## src/rtl/serial_subtractor.sv

```systemverilog
// Bit-serial two's-complement subtractor: Difference = A - B, one bit per clock, LSB first.
// Latency: Start accepted at edge k -> Done_Out high after edge k+WIDTH; one op per WIDTH+2 cycles.
// Backpressure: none; Start_In is only sampled in IDLE and is dropped (not queued) while busy.
module serial_subtractor #(
    parameter int WIDTH = 8
) (
    input  logic             Clock_In,
    input  logic             Reset_In,
    input  logic             Start_In,
    input  logic [WIDTH-1:0] Data_A_In,
    input  logic [WIDTH-1:0] Data_B_In,
    output logic             Busy_Out,
    output logic             Done_Out,
    output logic [WIDTH-1:0] Difference_Out,
    output logic             Borrow_Out,
    output logic             Overflow_Out
);

    localparam int CNT_W = $clog2(WIDTH);

    typedef enum logic [1:0] {
        S_IDLE  = 2'd0,
        S_SHIFT = 2'd1,
        S_DONE  = 2'd2
    } state_t;

    state_t             r_state;
    state_t             w_state_next;

    logic [WIDTH-1:0]   r_a;        // minuend, shifted right each SHIFT cycle
    logic [WIDTH-1:0]   r_b;        // subtrahend, shifted right each SHIFT cycle
    logic [WIDTH-1:0]   r_res;      // partial result, filled from the MSB side
    logic               r_br;       // borrow carried between bit positions
    logic [CNT_W-1:0]   r_cnt;      // index of the bit being processed
    logic               r_a_msb;    // operand sign bits kept for the overflow test
    logic               r_b_msb;

    logic [WIDTH-1:0]   r_diff;
    logic               r_borrow;
    logic               r_ovf;

    logic               w_d;
    logic               w_br_next;
    logic               w_last;
    logic [WIDTH-1:0]   w_result;

    // Full-subtractor cell on the current LSBs plus the stored borrow.
    assign w_d       = r_a[0] ^ r_b[0] ^ r_br;
    assign w_br_next = (~r_a[0] & r_b[0]) | (~(r_a[0] ^ r_b[0]) & r_br);
    assign w_last    = (r_cnt == CNT_W'(WIDTH - 1));
    // Result register after this cycle's shift; complete when w_last is set.
    assign w_result  = {w_d, r_res[WIDTH-1:1]};

    // State register.
    always_ff @(posedge Clock_In) begin
        if (Reset_In) begin
            r_state <= S_IDLE;
        end else begin
            r_state <= w_state_next;
        end
    end

    // Next-state logic: accept in IDLE, run WIDTH shift cycles, one DONE cycle.
    always_comb begin
        w_state_next = r_state;
        case (r_state)
            S_IDLE:  if (Start_In) w_state_next = S_SHIFT;
            S_SHIFT: if (w_last)   w_state_next = S_DONE;
            S_DONE:  w_state_next = S_IDLE;
            default: w_state_next = S_IDLE;
        endcase
    end

    // Datapath: operand load, serial shift, and result capture on the last bit.
    always_ff @(posedge Clock_In) begin
        if (Reset_In) begin
            r_a      <= '0;
            r_b      <= '0;
            r_res    <= '0;
            r_br     <= 1'b0;
            r_cnt    <= '0;
            r_a_msb  <= 1'b0;
            r_b_msb  <= 1'b0;
            r_diff   <= '0;
            r_borrow <= 1'b0;
            r_ovf    <= 1'b0;
        end else begin
            case (r_state)
                S_IDLE: begin
                    if (Start_In) begin
                        r_a     <= Data_A_In;
                        r_b     <= Data_B_In;
                        r_res   <= '0;
                        r_br    <= 1'b0;
                        r_cnt   <= '0;
                        r_a_msb <= Data_A_In[WIDTH-1];
                        r_b_msb <= Data_B_In[WIDTH-1];
                    end
                end
                S_SHIFT: begin
                    r_a   <= r_a >> 1;
                    r_b   <= r_b >> 1;
                    r_res <= w_result;
                    r_br  <= w_br_next;
                    r_cnt <= r_cnt + CNT_W'(1);
                    if (w_last) begin
                        r_diff   <= w_result;
                        r_borrow <= w_br_next;
                        // Signed overflow only when signs differ and the result sign leaves A's sign.
                        r_ovf    <= (r_a_msb != r_b_msb) & (w_d != r_a_msb);
                    end
                end
                default: begin
                end
            endcase
        end
    end

    assign Busy_Out       = (r_state == S_SHIFT);
    assign Done_Out       = (r_state == S_DONE);
    assign Difference_Out = r_diff;
    assign Borrow_Out     = r_borrow;
    assign Overflow_Out   = r_ovf;

endmodule

```

## config.mk

```make
export PLATFORM = sky130hd
export DESIGN_NAME = serial_subtractor
export DESIGN_NICKNAME = d
export VERILOG_FILES = /design/src/rtl/serial_subtractor.sv
export SDC_FILE = /design/constraint.sdc
export NUM_CORES = 1
export LEC_CHECK = 0
export ABC_AREA = 0
export CAP_MARGIN = 20
export CORE_UTILIZATION = 50
export DETAILED_ROUTE_END_ITERATION = 10
export GPL_ROUTABILITY_DRIVEN = 0
export PLACE_DENSITY = 0.76
export RECOVER_POWER = 25
export SLEW_MARGIN = 20
export SYNTH_ARGS = -nofsm -noshare
export SYNTH_HDL_FRONTEND = slang
export SYNTH_SLANG_ARGS = --single-unit
```

## constraint.sdc

```tcl
create_clock -name Clock_In -period 1.7 [get_ports Clock_In]
set_clock_uncertainty 0.1 [all_clocks]
set_input_delay 0.255 -clock Clock_In [delete_from_list [all_inputs] [get_ports Clock_In]]
set_output_delay 0.255 -clock Clock_In [all_outputs]
set_load 0.02 [all_outputs]
```

==> results.toml, run 1 <==
[detailed_routing]
ant_nets = 0
drcViolationCount = 0
wl_met2_um = 1750
top_layer = "met4"
via_per_inst = 5.22
wl_met3_um = 136
vias = 1395
drt_iter0_markers = 55
met1_length_um = 1560
wl_per_cell_um = 13.1
finalWirelength_um = 3490
dr.pass1.iters = 4

[cells_and_area]
areaGrowthSynthToFinish_pct = 23.4
finalNetCount = 242
most-common-layout-cells = "dfxtp_1, nor2_1, clkdlybuf4s50_1"
final_cell_area_um2 = 2190
final_common_cell = "dfxtp_1"
post-route-util_pct = 65.0
diodes = 0
drive_above_1_share_pct = 16.7

[yosys]
yosys_warnings = 0
syn_nets = 206
yosysSeqAreaShare_pct = 46.3
synth_seq_cells = 41
synth_area_um2 = 1770
yosysUniqueCellTypes = 29
avgSynthCellArea_um2 = 9.63
synth_cells = 184

[worst_setup_path]
slowest_delay_ns = 0.60
startpoint_type = "flip-flop"
path_cells = "clkdlybuf4s50_1"
crit_path_end_kind = "primary output"
critPathRequiredTime_ns = 1.34
crit_slowest_cell = "clkdlybuf4s50_1"
arrival_ns = 1.28
critPathBufInv = 1
reg2reg_slack_ns = 0.16
critPathTopFamily = "buffers and inverters"
crit_type = "flip-flop to primary output"
worstPathMaxFanout = 2

[global_routing]
first_global_vias = 1304
grt_usage_pct = 20.0
gr-total-overflow = 0
grt_max_degree = 42
grt_pass1_wl_um = 5580
antenna_found_initial = 0

[timing]
finalSetupViolCount = 0
drv_slew = 0
finalSetupTns_ns = 0
rsz0062_at_grt = "false"
hold_viol_final = 0
fmax_ghz = 0.611
worstMarginPinSlew_ns = 0.415
fin_ws_ns = 0.0629
relSlewSlack_pct = 72.4
fin_crit_sh_pct = 96.3
period_needed_ns = 1.64

[power_and_ir_drop]
finalPower_mw = 1.95
ir_worst_vdd_mv = 0.464
leakagePower_nw = 0.830
p_per_area_nw_per_um2 = 891

[clock_network]
ctsResizeCount = 3
h-tree-depth = 2
numCtsBuffers = 5
insertion_delay_ns = 0.33
cts_tree = "yes"
clk_pin_slew_ns = 0.12
cts-root-buf = "clkbuf_4"
cts_num_sinks = 41
holdBufCountCts = 0
post_cts_buffers = 0
cts_buffer_depth = 2

[status]
status = "finished clean"

[placed_design]
place_hpwl_um = 2520
dpl_cell_area_um2 = 2140
dp_worst_setup_slack_ns = -0.0423
portBuffers = 30

[job]
cap_violations = 0

[floorplan]
die_x_um = 61.5
die-area_um2 = 3790
start_util_pct = 52.7
core_um2 = 3360
row_count = 21
die-height_um = 61.5
pin_count = 31

[hold_path]
hp-class = "flip-flop to flip-flop"
through the flow:
stage                     hold WS (ns)  instances
final                            0.361        267
after floorplan                  0.314        184
after detailed placement         0.346        259
after global placement           0.344        259
after CTS                        0.363        267
after global routing             0.377        267
flip-flops by register name (all words and copies together) (netlist names):
| register | count |
|---|---|
| r_b | 8 |
| r_a | 8 |
| Borrow_Out | 1 |
| r_br | 1 |
| r_state | 2 |
| Overflow_Out | 1 |
| r_cnt | 3 |
| Difference_Out | 8 |
| r_a_msb | 1 |
| r_b_msb | 1 |
| r_res | 7 |
path summary, 6_finish.rpt:
path | cells after the start | end | start
setup / recovery | 1 | Difference_Out[7] | Difference_Out[7]$_SDFFE_PP0P_
hold / removal | 2 | Difference_Out[2]$_SDFFE_PP0P_ | Difference_Out[2]$_SDFFE_PP0P_
setup reg to reg | 6 | Difference_Out[3]$_SDFFE_PP0P_ | r_cnt[0]$_SDFFE_PP0P_
hold reg to reg | 2 | Difference_Out[2]$_SDFFE_PP0P_ | Difference_Out[2]$_SDFFE_PP0P_
routing by layer:
metal,vias up,global-route usage [%]
li1,707,-
met1,659,24.0
met2,24,34.3
met3,5,5.04
met4,0,7.62
met5,-,0
cell usage after synthesis:
cell type   n  area [um^2]
nor2b_1     1         6.26
dfxtp_1    41          821
clkbuf_1    3         11.3
o221a_2     2         22.5
buf_2       2         10.0
a211oi_2   13          163
nand3b_1    1         7.51
nand2_1    18         67.6
buf_4       3         22.5
nand2b_1    3         18.8
a2bb2oi_1   1         8.76
nand3b_2    1         11.3
nor3b_1     1         7.51
o21bai_2    1         11.3
fa_1        1         20.0
buf_8       1         15.0
o21ai_0     2         10.0
buf_1       1         3.75
ha_1        2         25.0
buf_6       4         45.0
a22oi_1     9         67.6
inv_1       6         22.5
nor3_1      1         5.00
o21ba_1     1         10.0
nor2_1     32          120
a21oi_1    17         85.1
mux2i_1    13          130
and3b_1     1         8.76
a211oi_1    2         15.0
cell type report:
type / count / area, um^2
Timing Repair Buffer: 43 / 379
Clock inverter: 1 / 30.0
Inverter: 6 / 22.5
Fill cell: 310 / 1180
Tap cell: 46 / 57.6
Sequential cell: 41 / 822
Multi-Input combinational cell: 123 / 821
Clock buffer: 7 / 55.1
logic make-up after synthesis:
family | Yosys count | share of synthesized area (%)
buf+inv | 20 | 7.34
compound gates | 48 | 22.2
flops | 41 | 46.3
mux | 13 | 7.34
fa+ha+maj | 3 | 2.54
simple gates | 59 | 14.3
report_power, final:
| group | internal, mW | switching, mW |
|---|---|---|
| registers | 1.00 | 0.0280 |
| logic | 0.134 | 0.129 |
| clock network | 0.351 | 0.302 |
| total | 1.49 | 0.459 |
(Power assumes the default switching activity.)
==> inputs of run 2 (changes only) <==
- CAP_MARGIN: 20 -> 25
==> results of run 2 <==
No change in the layout: final DEF, timing and power equal those of run 1.
==> inputs of run 3 (changes only) <==
- PLACE_DENSITY: 0.76 -> default
- PLACE_DENSITY_LB_ADDON: default -> 0.2
==> results.toml, run 3 (synthesis gave the netlist of run 1 again) <==
[detailed_routing]
drcViolationCount = 0
wl_per_cell_um = 12.9
via_per_inst = 5.29
ant_nets = 0
drt_iter0_markers = 53
dr.pass1.iters = 4
finalWirelength_um = 3400
vias = 1391

[timing]
worstMarginPinSlew_ns = 0.247
relSlewSlack_pct = 83.1
fin_crit_sh_pct = 96.6
timing.hold.ws_ns = 0.361
hold_viol_final = 0
finalSetupTns_ns = 0
rsz0062_at_grt = "false"
finalSetupViolCount = 0
period_needed_ns = 1.64
fin_ws_ns = 0.0576
drv_slew = 0
fmax_ghz = 0.609

[cells_and_area]
nFillCells = 309
finalNetCount = 240
final_cell_area_um2 = 2110
final_common_cell = "dfxtp_1"
areaGrowthSynthToFinish_pct = 19.4
diodes = 0
drive_above_1_share_pct = 16.1
most-common-layout-cells = "dfxtp_1, nor2_1, clkdlybuf4s50_1"
post-route-util_pct = 62.9

[clock_network]
insertion_delay_ns = 0.34
cts_buffer_depth = 2
h-tree-depth = 2
clk_pin_slew_ns = 0.11
cts-root-buf = "clkbuf_4"
cts_tree = "yes"
post_cts_buffers = 0
cts_num_sinks = 41
numCtsBuffers = 5

[power_and_ir_drop]
p_sw_share_pct = 25.9
intPower_mw = 1.28
p_comb_share_pct = 15.2
ir_worst_vdd_mv = 0.484
leakagePower_nw = 0.798
p_per_area_nw_per_um2 = 817
clkPwrFrac_pct = 25.3
p_seq_share_pct = 59.6
p_switching_mw = 0.447

[placed_design]
dpl_cell_area_um2 = 2130
portBuffers = 30
dp_worst_setup_slack_ns = 0.0213
place_hpwl_um = 2380

[worst_setup_path]
crit_slowest_cell = "clkdlybuf4s50_1"
critPathBufInv = 1
slowest_delay_ns = 0.60
critPathTopFamily = "buffers and inverters"
arrival_ns = 1.29
reg2reg_slack_ns = 0.13
crit_path_end_kind = "primary output"
worstPathMaxFanout = 2
path_cells = "clkdlybuf4s50_1"
startpoint_type = "flip-flop"
crit_type = "flip-flop to primary output"
critPathRequiredTime_ns = 1.34

[status]
status = "finished clean"

[floorplan]
start_util_pct = 52.7
die-height_um = 61.5
pin_count = 31
die_x_um = 61.5
die-area_um2 = 3790
row_count = 21
core_um2 = 3360

[hold_path]
hp-class = "flip-flop to flip-flop"

[global_routing]
grt_max_degree = 40
first_global_vias = 1265
gr-total-overflow = 0
antenna_found_initial = 0
grt_usage_pct = 19.5
grt_pass1_wl_um = 5350

[job]
cap_violations = 0
==> run 3: worst paths after layout <==
check                                                     from                              to  depth (start not counted)
worst max-delay path            Difference_Out[3]$_SDFFE_PP0P_               Difference_Out[3]                          1
worst min register to register  Difference_Out[5]$_SDFFE_PP0P_  Difference_Out[5]$_SDFFE_PP0P_                          2
worst max register to register             r_b[0]$_SDFFE_PP0P_       Overflow_Out$_SDFFE_PP0P_                          5
worst min-delay path            Difference_Out[5]$_SDFFE_PP0P_  Difference_Out[5]$_SDFFE_PP0P_                          2
==> run 3: what timing repair did <==
item                       4_1_cts  5_1_grt
hold buffers                     0        0
resized for setup                2       12
setup endpoints to repair        2       11
pin swaps                        0        0
==> run 3: metal layers <==
metal | up-vias | wire [um] | track usage (%)
met5 | - | 0 | 0
li1 | 702 | - | -
met4 | 0 | 72 | 8.25
met2 | 30 | 1650 | 32.6
met3 | 9 | 160 | 6.30
met1 | 650 | 1520 | 22.9
==> run 3: stage by stage <==
stage | instances | power [mW]
after global placement | 257 | 1.31
after global routing | 263 | 1.81
after detailed placement | 257 | 1.32
final | 263 | 1.73
after floorplan | 184 | 1.23
after CTS | 263 | 1.74
==> run 3: final cells by class <==
cell class                 instances  area, um^2  area share (%)
multi-input combinational        123         822            38.9
tap                               46        57.6            2.72
clock buffer                       5        37.5            1.78
sequential                        41         821            38.8
inverter                           6        22.5            1.07
clock inverter                     1        5.00           0.237
timing repair buffer              41         349            16.5
==> run 3: power by group through the flow <==
| stage | Clock, mW | Combinational, mW | Sequential [mW] |
|---|---|---|---|
| CTS | 0.448 | 0.267 | 1.03 |
| detailed placement | 0 | 0.268 | 1.05 |
| finish | 0.436 | 0.262 | 1.03 |
| floorplan | 0 | 0.185 | 1.04 |
| global route | 0.491 | 0.286 | 1.03 |
| global placement | 0 | 0.257 | 1.05 |
==> RTL change: new RTL, config.mk and constraints of run 3 <==
Register the outputs `Busy_Out` and `Done_Out`, cleared by the reset; this adds one clock of latency there. The other outputs are not delayed to match. Comments in the files are not updated.
--- a/src/rtl/serial_subtractor.sv
+++ b/src/rtl/serial_subtractor.sv
@@ -118,4 +118,11 @@
 
-    assign Busy_Out       = (r_state == S_SHIFT);
-    assign Done_Out       = (r_state == S_DONE);
+    always_ff @(posedge Clock_In) begin
+        if (Reset_In) begin
+            Busy_Out <= '0;
+            Done_Out <= '0;
+        end else begin
+            Busy_Out <= (r_state == S_SHIFT);
+            Done_Out <= (r_state == S_DONE);
+        end
+    end
     assign Difference_Out = r_diff;
Check against the original RTL: not equivalent (Yosys sat finds a counterexample within 4 cycles, from zero or initial values and one cycle with Reset_In high).
==> RTL change against run 3 <==
Global-route usage down 0.76 points. Worst setup slack better by 0.023 ns. Count of clock-buffer cells in the layout rose by 3. Sequential cell count rose by 2. Area after synthesis fell by 1.3%. Final area down 0.65%. Power up 7.5%. Routed wire length shrank 7.7%. Critical path depth did not move. Sequential power increased by 5%. Cell count shrank 4.9%. Critical endpoint is now Done_Out. Largest cell class is now flip-flops and latches.
==> RTL change: results (changes against run 3) <==
first-pass GRT wire length=5000 microns (-6.6%); share of layout cells above drive strength 1=13.2% (-2.9 points); final net count=225 (-6.3%); final non-filler cell area=2100 sq um (-0.65%); Signal buffers=39 (-4.9%); Worst Path Max Fanout=1 (-1); final HPWL from detailed placement=2240 microns (-6.3%); Synth top cells by count=43 x dfxtp_1, 18 x nand2_1, 18 x nor2_1; status=completed; met2 usage=30.9% (-1.7 points); Leak=0.824 nW (+3.3%); Compound-Gate Fraction of Synth Area=20.2% (-2.0 points); number of global-route vias before repair=1133 (-10%); post-DR vias/cell=5.17 (-2.3%); largest net degree at the start of global routing=29 (-28%); met1 Use GR=21.9% (-1.0 points); Synth Area in Adders=2.58% (+0.035 points); Seq/Total Area, Yosys=49.2% (+2.9 points); post-synthesis mux area share=8.59% (+1.2 points); CLK BUF=8 (+3); fraction of area in multi-input gates=37.0% (-1.9 points); Placement Setup Slack=0.0468 ns (+0.0256 ns); Seq/total area=41.0% (+2.2 points); multi-input gate count=110 (-11%); initial DRC count=36 (-32%); met3 usage=6.93% (+0.63 points); clk cell area share=3.28% (+1.3 points); worst vdd ir=0.000494 V (+1.9%); flops & latches, synth=43 (+4.9%); GRT Overall Usage=18.7% (-0.76 points)
RTL change: power breakdown:
part / internal, mW / switching (mW) / leakage, nW
Clock: 0.244 / 0.308 / 0.0386
Sequential: 1.05 / 0.0270 / 0.351
Combinational: 0.119 / 0.109 / 0.434
Total: 1.41 / 0.444 / 0.824
RTL change: worst paths after layout:
path	slack, ns	end	from
max reg2reg	0.14	Overflow_Out	r_b[0]
max	0.08	Done_Out	Done_Out
min reg2reg	0.36	Difference_Out[2]	Difference_Out[2]
min	0.36	Difference_Out[2]	Difference_Out[2]
RTL change: stage by stage:
step	instances	hold WS, ns
finish	250	0.360
detailed placement	242	0.348
global placement	242	0.346
CTS	250	0.365
floorplan	169	0.314
global route	250	0.358
RTL change: what timing repair did:
action / CTS / global route
endpoints found under the setup margin: 0 / 11
buffers inserted: 0 / 0
resized for setup: 0 / 11
hold endpoints to repair: 0 / 0
RTL change: tightest hold or removal path, cell delays in order, from the launching register on:
cell and delay, ns:
dfxtp_1 0.33, nand2_1 0.05, a21oi_1 0.05
